`src/rtl/frequency_measurement_scheduler.sv`:
```
// rtl/frequency_measurement_scheduler.sv - clear/measure/guard/transfer sequencer for the frequency analyzers
// Optional feature macro: SEQUENCE_COUNTER_EN (appends a commit-counter write to every result set).
module frequency_measurement_scheduler #(
    parameter int unsigned CLOCK_FREQUENCY       = 100000000,
    parameter int unsigned DEFAULT_WINDOW_CYCLES = CLOCK_FREQUENCY / 10,
    parameter int unsigned NUMBER_OF_RESULTS     = 9,
    parameter int unsigned GUARD_CYCLES          = 16,
    parameter int unsigned FIRST_REGISTER_NUMBER = 1
) (
    input  logic        clock,
    input  logic        reset,
    input  logic [31:0] cfg_window_cycles,
    input  logic        cfg_valid,
    input  logic        run,
    input  logic        single_shot,
    input  logic        abort,
    output logic        analyzer_enable,
    output logic        analyzer_clear,
    output logic [3:0]  result_index,
    input  logic [31:0] result_value,
    output logic [1:0]  register_operation,
    output logic [7:0]  register_number,
    output logic [31:0] register_write,
    input  logic        register_ack,
    output logic        busy,
    output logic        irq,
    input  logic        irq_ack,
    output logic        overrun
);

`ifdef SEQUENCE_COUNTER_EN
    localparam int unsigned NUMBER_OF_WRITES = NUMBER_OF_RESULTS + 1;
`else
    localparam int unsigned NUMBER_OF_WRITES = NUMBER_OF_RESULTS;
`endif

    localparam logic [3:0]  LAST_INDEX     = 4'(NUMBER_OF_WRITES);
    localparam logic [7:0]  FIRST_REGISTER = 8'(FIRST_REGISTER_NUMBER);
    localparam logic [31:0] DEFAULT_WINDOW = 32'(DEFAULT_WINDOW_CYCLES);
    localparam logic [31:0] GUARD_LOAD     = 32'(GUARD_CYCLES);

    typedef enum logic [2:0] {
        IDLE,
        CLEAR,
        MEASURE,
        GUARD,
        SELECT,
        WRITE,
        DONE,
        CLEAR_ABORT
    } state_t;

    state_t      state;
    state_t      next_state;
    logic [31:0] shadow_window;
    logic [31:0] cycle_count;
    logic [3:0]  index;

`ifdef SEQUENCE_COUNTER_EN
    logic [31:0] commit_count;
`endif

    always_comb begin
        next_state = state;
        case (state)
            IDLE:        if (run || single_shot) next_state = CLEAR;
            CLEAR:       next_state = MEASURE;
            MEASURE: begin
                if (abort)                  next_state = CLEAR_ABORT;
                else if (cycle_count == 1)  next_state = GUARD;
            end
            GUARD: begin
                if (abort)                  next_state = CLEAR_ABORT;
                else if (cycle_count == 1)  next_state = SELECT;
            end
            SELECT:      next_state = WRITE;
            WRITE: begin
                if (register_ack) next_state = (index == LAST_INDEX) ? DONE : SELECT;
            end
            DONE:        next_state = run ? CLEAR : IDLE;
            CLEAR_ABORT: next_state = IDLE;
            default:     next_state = IDLE;
        endcase
    end

    // Handshake outputs decode straight from state so a reset drops them on the very next edge.
    always_comb begin
        analyzer_clear     = (state == CLEAR) || (state == CLEAR_ABORT);
        analyzer_enable    = (state == MEASURE);
        busy               = (state != IDLE);
        result_index       = ((state == SELECT) || (state == WRITE)) ? index : 4'd0;
        register_operation = (state == WRITE) ? 2'd2 : 2'd0;
    end

    always_ff @(posedge clock) begin
        if (reset) begin
            state           <= IDLE;
            shadow_window   <= DEFAULT_WINDOW;
            cycle_count     <= 32'd0;
            index           <= 4'd0;
            register_number <= 8'd0;
            register_write  <= 32'd0;
            irq             <= 1'b0;
            overrun         <= 1'b0;
`ifdef SEQUENCE_COUNTER_EN
            commit_count    <= 32'd0;
`endif
        end else begin
            state <= next_state;

            if (cfg_valid) begin
                shadow_window <= (cfg_window_cycles == 32'd0) ? DEFAULT_WINDOW : cfg_window_cycles;
            end

            // Acknowledge first so a commit in the same cycle overrides it.
            if (irq_ack) irq <= 1'b0;

            case (state)
                CLEAR: begin
                    cycle_count <= shadow_window;
                    index       <= 4'd1;
                end
                MEASURE: begin
                    cycle_count <= (cycle_count == 32'd1) ? GUARD_LOAD : cycle_count - 32'd1;
                end
                GUARD: begin
                    cycle_count <= cycle_count - 32'd1;
                end
                SELECT: begin
                    register_number <= FIRST_REGISTER + {4'd0, index} - 8'd1;
`ifdef SEQUENCE_COUNTER_EN
                    register_write  <= (index == LAST_INDEX) ? commit_count : result_value;
`else
                    register_write  <= result_value;
`endif
                end
                WRITE: begin
                    if (register_ack) index <= index + 4'd1;
                end
                DONE: begin
                    irq <= 1'b1;
                    if (irq) overrun <= 1'b1;
`ifdef SEQUENCE_COUNTER_EN
                    commit_count <= commit_count + 32'd1;
`endif
                end
                default: ;
            endcase
        end
    end

endmodule

```
`config.mk`:
```
export PLATFORM = sky130hd
export DESIGN_NAME = frequency_measurement_scheduler
export DESIGN_NICKNAME = d
export VERILOG_FILES = /design/src/rtl/frequency_measurement_scheduler.sv
export SDC_FILE = /design/constraint.sdc
export NUM_CORES = 1
export LEC_CHECK = 0
export BUFFER_PORTS_ARGS = -buffer_cell sky130_fd_sc_hd__clkbuf_2
export CAP_MARGIN = 20
export CORE_ASPECT_RATIO = 1.75
export CORE_UTILIZATION = 34
export CTS_CLUSTER_SIZE = 25
export DETAILED_ROUTE_END_ITERATION = 7
export PLACE_DENSITY_LB_ADDON = 0.05
export SKIP_CTS_REPAIR_TIMING = 1
export SYNTH_ARGS = -nofsm -noshare
export SYNTH_HDL_FRONTEND = slang
export SYNTH_SLANG_ARGS = --single-unit
export TNS_END_PERCENT = 10
```
`constraint.sdc`:
```
create_clock -name clock -period 4.2 [get_ports clock]
set_clock_uncertainty 0.2 [all_clocks]
set_input_delay 0.63 -clock clock [delete_from_list [all_inputs] [get_ports clock]]
set_output_delay 0.63 -clock clock [all_outputs]
set_load 0.1 [all_outputs]
```
# Word-level counts from Yosys, hierarchy flattened
# Cells that the tools add are included.
[classes]
add_sub_neg = 4
eq_ne = 13
mux = 18
reduce_logical = 12
[ops]
columns = ["op", "n"]
rows = [
  ["$pmux W32 S3", 1],
  ["$mux W32", 2],
  ["$eq A32 B1 Y1 const B", 1],
  ["$logic_not A32 Y1", 1],
  ["$sub A32 B1 Y32 const B", 1],
  ["$pmux W3 S8", 1],
  ["$mux W3", 6],
  ["$eq A3 B3 Y1 const B", 4],
  ["$mux W4", 2],
  ["$pmux W4 S2", 1],
  ["$eq A3 B2 Y1 const B", 2],
  ["$reduce_bool A3 Y1", 2],
  ["$sub A5 B1 Y6 const B", 1],
  ["$add A1 B4 Y5 const A", 1],
  ["$add A4 B1 Y4 const B", 1],
  ["$eq A4 B4 Y1 const B", 1],
  ["$mux W2", 2],
  ["$ne A2 B2 Y1 const B", 2],
  ["$reduce_and A2 Y1", 2],
  ["$reduce_and A4 Y1", 1],
  ["$reduce_bool A2 Y1", 2],
  ["$eq A3 B1 Y1 const B", 1],
  ["$logic_not A3 Y1", 1],
  ["$logic_or A1 B1 Y1", 3],
  ["3 further kinds", 5],
]
[totals]
ff_bits = 113
inputBits = 72
output_inout_bits = 51
elab_cells = 55

# Logic depth before layout (Yosys ltp)
# Gate-level depths: netlist of the first run.
[logic_depth]
word_depth = 4
ltp_mapped = 8
mapped_depth_nobuf = 7

# Least setup slack after synthesis of the first run
# No wires, ideal clock.
[synth_timing]
path_kind = "reg-to-output"
from = "register state[0]"
to = "output analyzer_enable"
t_arrival_ps = 2241
required_time_ps = 3370
slack_ps = 1129
stages_incl_launch_ff = 5
path_buffers = 2
path_cell_list = "dfxtp_1 clkbuf_1 o21bai_1 clkbuf_1 nor2_1"
[synth_via]
elab_chain_len = 1
[synth_lines]
columns = ["element", "line", "text"]
rows = [
  ["from (decl)", "53", "state_t state;"],
  ["from (signal assigned)", "109", "state <= next_state;"],
  ["$eq A3 B2 Y1", "89", "analyzer_enable = (state == MEASURE);"],
  ["to (decl)", "17", "output logic analyzer_enable,"],
]
# Every way passes these cells.

# Worst setup path in the final report of the first run
[layout_timing]
from = "register state[1]"
to = "output analyzer_clear"
[layout_via]
elab_chain_len = 2
elab_cells_between_ends = 3
cone_classes = "eq/ne (2); reduce/logical (1)"
[layout_lines]
columns = ["element", "line", "text"]
rows = [
  ["$eq A3 B1 Y1 or $eq A3 B3 Y1 (tied branches)", "88", "analyzer_clear = (state == CLEAR) || (state == CLEAR_ABORT);"],
  ["$logic_or A1 B1 Y1 *", "88", ""],
  ["to (decl)", "18", "output logic analyzer_clear,"],
]
# Every way passes the cells marked *; elsewhere a longest branch is shown, timed or not.

==> results of run 1 <==
## worst paths after layout
kind	end	from	cells after the start	slack (ps)
worst max-delay path	analyzer_clear	state[1]	4	950
worst min-delay path	register_write[29]	register_write[29]	2	250
worst max register to register	cycle_count[29]	cycle_count[18]	5	1380
worst min register to register	register_write[29]	register_write[29]	2	250
## routing by layer
layer / track usage [%] / vias up
met1: 21.9 / 2282
li1: - / 2446
met2: 35.3 / 131
met3: 3.50 / 19
met5: 0 / -
met4: 8.06 / 0
## worst max-delay path: stages (launching register included)
cell	delay, ps
dfxtp_1	720
o21ba_2	470
nand2_1	250
and3_1	270
clkbuf_2	360
## registers in the layout, summed over array words and instances (netlist names)
signal           count
index                4
irq                  1
overrun              1
shadow_window       32
state                3
cycle_count         32
register_number      4
register_write      32
## area by class of cell
| class | instances | area share (%) |
|---|---|---|
| Clock inverter | 5 | 0.713 |
| Clock buffer | 11 | 3.95 |
| Sequential cell | 109 | 35.5 |
| Multi-Input combinational cell | 461 | 44.2 |
| Tap cell | 183 | 3.73 |
| Inverter | 12 | 0.733 |
| Timing Repair Buffer | 130 | 11.2 |
## cells in the final DEF (no fill, tap or decap), types with 5 or more instances in the layout
cell type,synthesis,final
a21oi_1,73,73
a22oi_1,11,11
a31oi_1,7,6
a32oi_1,7,7
and3_1,10,10
buf_4,5,14
clkbuf_16,0,9
clkbuf_2,0,116
conb_1,1,5
dfxtp_1,109,109
inv_1,12,12
mux2i_1,25,25
nand2_1,89,89
nand2b_1,14,14
nand3_1,6,6
nand3b_1,5,5
nand4_1,6,6
nor2_1,56,55
nor3_1,15,15
nor4_1,21,21
o21ai_0,16,16
o22ai_1,15,15
o32ai_1,5,5
## through the flow
stage	setup WS [ps]	cell area [sq um]	total power, uW
6_report	949	6140	3600
5_1_grt	809	6140	3810
4_1_cts	947	6140	3630
3_5_place_dp	1330	5860	2790
3_3_place_gp	1410	5860	2780
2_1_floorplan	1130	5150	2360
## cell families (layout without fill, tap and decap cells)
group / after synthesis / count (layout) / synth area share (%)
AOI/OAI and AO/OA: 169 / 169 / 20.6
xor gates and xnor gates: 4 / 4 / 0.682
adders and majority gates: 4 / 4 / 0.975
buffers and inverters: 65 / 158 / 5.17
DFF: 109 / 109 / 42.5
muxes: 25 / 25 / 4.87
other: 1 / 5 / 0.0730
and+or+nand+nor: 254 / 254 / 25.1
## power by group
group | internal, uW | total [uW] | switching, uW
Sequential | 1140 | 1290 | 145
Combinational | 459 | 1480 | 1020
Clock | 427 | 833 | 406
==> reports/metrics.cfg, run 1 <==
[routing]
dr_wl_met2_mm = 7.82
wl_per_cell_um = 16.4
wirelength_met1_mm = 6.14
vias_per_cell = 5.35
wl_mm = 14.9
ant_nets = 0
dr_wl_met3_um = 598
vias = 4878
top_layer = met4
initialDrtViolationCount = 262
route.detailed.drc = 0
firstDrtPassIters = 5

[outcome]
status = finished, final reports clean

[timing]
max_freq_mhz = 308
slew_violations = 0
hold_viol_final = 0
min_period_ps = 3250
tightestPinTransition_ps = 821
hold_slack_ps = 253
finalSetupTns_ps = 0
rsz0062_at_grt = no
min_period_over_period_pct = 77.4
slew_headroom_pct = 45.3
setup_violations = 0

[cells_and_area]
fill_cells = 1592
area_growth_pct = 19.6
final_util_pct = 41.4
antenna_cells = 0
regArea_sq_mm = 0.00218
num-nets-final = 799
drive_gt1_share_pct = 21.6
stdcell_count = 911
multi_input_area_sq_mm = 0.00272

[logic_synthesis]
synth_edf_count = 0
synth_common_cells = dfxtp_1, nand2_1, a21oi_1
ys_seq_area_share_pct = 42.5
synthFlopType = dfxtp_1
yosys_warnings = 0
synth_top_area_share_pct = 42.5
yosysMostFrequentCell = dfxtp_1
synth_seq_cells = 109
synth.distinct_cells = 60
avgSynthCellArea_sq_um = 8.14
syn_area_sq_mm = 0.00513
netlist_top_cells_area = dfxtp_1, a21oi_1, nand2_1
synth_top_area_cell = dfxtp_1
syn_inst = 631
async_flop_share_pct = 0

[power]
ir_drop_mv = 0.210
leakage_uw = 0.00248
powerDensity_mw_per_mm2 = 586

[setup_path]
start_kind = register
worstSetupPathType = reg2out
critPathMaxFanout = 19
cp.required_ps = 3370
crit_arrival_ps = 2420
endpoint_kind = primary output

[clocking]
worstSkewPairLatency_ps = 350
cts_num_sinks = 109
htreeDepth = 3
root_buffer = clkbuf_16
path_clk_slew_ps = 80
clockBufferDepth = 2
tritoncts = built
cts_buffers = 9

[grt]
grt_pass1_vias = 4592
antenna_found_initial = 0
track_usage_pct = 19.5
grt_max_degree = 80
grt-ovfl-total = 0
grt_pass1_wl_mm = 23.4

[floorplan]
fp-row-count = 59
dieHeight_um = 165
core_region_area_sq_mm = 0.0148
pin_count = 123
initial_utilization_pct = 34.6
die_area_sq_mm = 0.0156
die_w_um = 94.9

[placed_design]
port_buffers = 117
gp_congestion = 0.815
dp_cells = 895
hpwl_mm = 10.9

[min_path]
hold_class = reg2reg

[job]
cap_violations = 0

Note: power is estimated with default switching activity, not from simulation.
==> run 2, diff against run 1 <==
==> constraint.sdc (replaced) <==
create_clock -name clock -period 3.2 [get_ports clock]
set_clock_uncertainty 0.2 [all_clocks]
set_input_delay 0.48 -clock clock [delete_from_list [all_inputs] [get_ports clock]]
set_output_delay 0.48 -clock clock [all_outputs]
set_load 0.1 [all_outputs]
==> reports/metrics.cfg, run 2 (synthesis gave the netlist of run 1 again) <==
[clocking]
cts_num_sinks = 109
worstSkewPairLatency_ps = 350
root_buffer = clkbuf_16
htreeDepth = 3
path_clk_slew_ps = 80
tritoncts = built
clockBufferDepth = 2
cts_buffers = 9

[cells_and_area]
num-nets-final = 808
top_regs = cycle_count x32, register_write x32, shadow_window x32
layout_commonest_cell = clkbuf_2
drive_gt1_share_pct = 22.7
antenna_cells = 0
stdcell_count = 920
final_cell_mix = clkbuf_2, dfxtp_1, nand2_1, a21oi_1, nor2_1
area_growth_pct = 21.8

[timing]
hold_viol_final = 0
min_period_ps = 2950
layout_setup_ws_ps = 248
min_period_over_period_pct = 92.3
max_freq_mhz = 339
finalSetupTns_ps = 0
setup_violations = 0
slew_violations = 0
tightestPinTransition_ps = 864
slew_headroom_pct = 42.4
hold_slack_ps = 134
rsz0062_at_grt = no

[floorplan]
die_w_um = 94.9
core_region_area_sq_mm = 0.0148
fp-row-count = 59
initial_utilization_pct = 34.6
dieHeight_um = 165
die_area_sq_mm = 0.0156
pin_count = 123

[placed_design]
port_buffers = 117
hpwl_mm = 11.3
dp_cells = 904
gp_congestion = 0.868
dp_slack_ps = 612

[min_path]
hold_end = register_write[9]
hold_class = in2reg
hold_depth = 3
hp-start = result_value[9]

[setup_path]
critPathMaxFanout = 15
cp_slowest_cell = dfxtp_1
slowest_delay_ps = 570
cp.buffers_inverters = 1
endpoint_kind = primary output
timing.rr.end = cycle_count[1]
rr_worst_depth = 6
crit_arrival_ps = 2270
r2r_slack_ps = 660
cp_cell_sequence = o21ba_2, nand2_1, and3_1, clkbuf_2
worstSetupPathType = reg2out
crit_start = state[1]
start_kind = register
cp.required_ps = 2520
r2r-start = state[1]
cpLargestDelayFamily = flip-flops

[routing]
wl_per_cell_um = 16.6
wl_mm = 15.3
vias_per_cell = 5.45
vias = 5012
route.detailed.drc = 0
initialDrtViolationCount = 209
ant_nets = 0
firstDrtPassIters = 4

[power]
pwr-share-seq_pct = 34.4
comb_power_share_pct = 41.3
internal_power_uw = 2810
p_sw_share_pct = 42.8
leakage_uw = 0.00254
p_total_uw = 4920
p_sw_uw = 2110
p_clk_share_pct = 24.3
powerDensity_mw_per_mm2 = 787
ir_drop_mv = 0.316

[grt]
grt-ovfl-total = 0
antenna_found_initial = 0
grt_max_degree = 41
grt_pass1_vias = 4805
grt_pass1_wl_mm = 24.5
track_usage_pct = 20.3

[job]
cap_violations = 0

[outcome]
status = finished, final reports clean

-- run 2: cell type report --
type / count / area, sq um
fillers: 1536 / 8580
clock buffers: 10 / 239
inverters: 12 / 45.0
clock inverters: 6 / 78.8
flip-flops and latches: 109 / 2180
well taps: 183 / 229
multi-input cells: 461 / 2720
repair buffers: 139 / 766
-- run 2: routing by layer --
metal | share of wire (%) | vias up | GRT usage, %
met5 | 0 | - | 0
met4 | 2.5 | 0 | 9.16
met3 | 4.1 | 21 | 2.99
met2 | 52 | 147 | 36.3
met1 | 41 | 2373 | 23.4
li1 | - | 2471 | -
-- run 2: worst max path at each step --
stage                       to  slack (ps)  cells past startpoint
6_report        analyzer_clear         250                      4
4_1_cts         analyzer_clear         220                      4
3_5_place_dp    analyzer_clear         610                      4
5_1_grt        analyzer_enable         130                      4
3_3_place_gp    analyzer_clear         650                      4
2_1_floorplan  analyzer_enable         280                      4
-- run 2: through the flow --
step           cell area, sq um  utilization [%]
2_1_floorplan              5150                -
5_1_grt                    6250             42.2
6_report                   6250             42.2
3_3_place_gp               5940             40.0
3_5_place_dp               5940             40.0
4_1_cts                    6250             42.2
-- run 2: worst reg2reg max path, stage by stage, from the launching register on --
cell and delay [ps]:
dfxtp_1 570, o21ba_2 460, nand2_1 280, a31oi_2 200, buf_4 350, a221oi_1 150
a211oi_1 250
-- run 2: power by group through the flow --
| stage | combinational [uW] | sequential [uW] | clock [uW] |
|---|---|---|---|
| 6_report | 2030 | 1690 | 1190 |
| 5_1_grt | 2210 | 1720 | 1280 |
| 4_1_cts | 2040 | 1690 | 1230 |
| 3_5_place_dp | 2030 | 1720 | 0 |
| 3_3_place_gp | 2010 | 1710 | 0 |
| 2_1_floorplan | 1350 | 1750 | 0 |
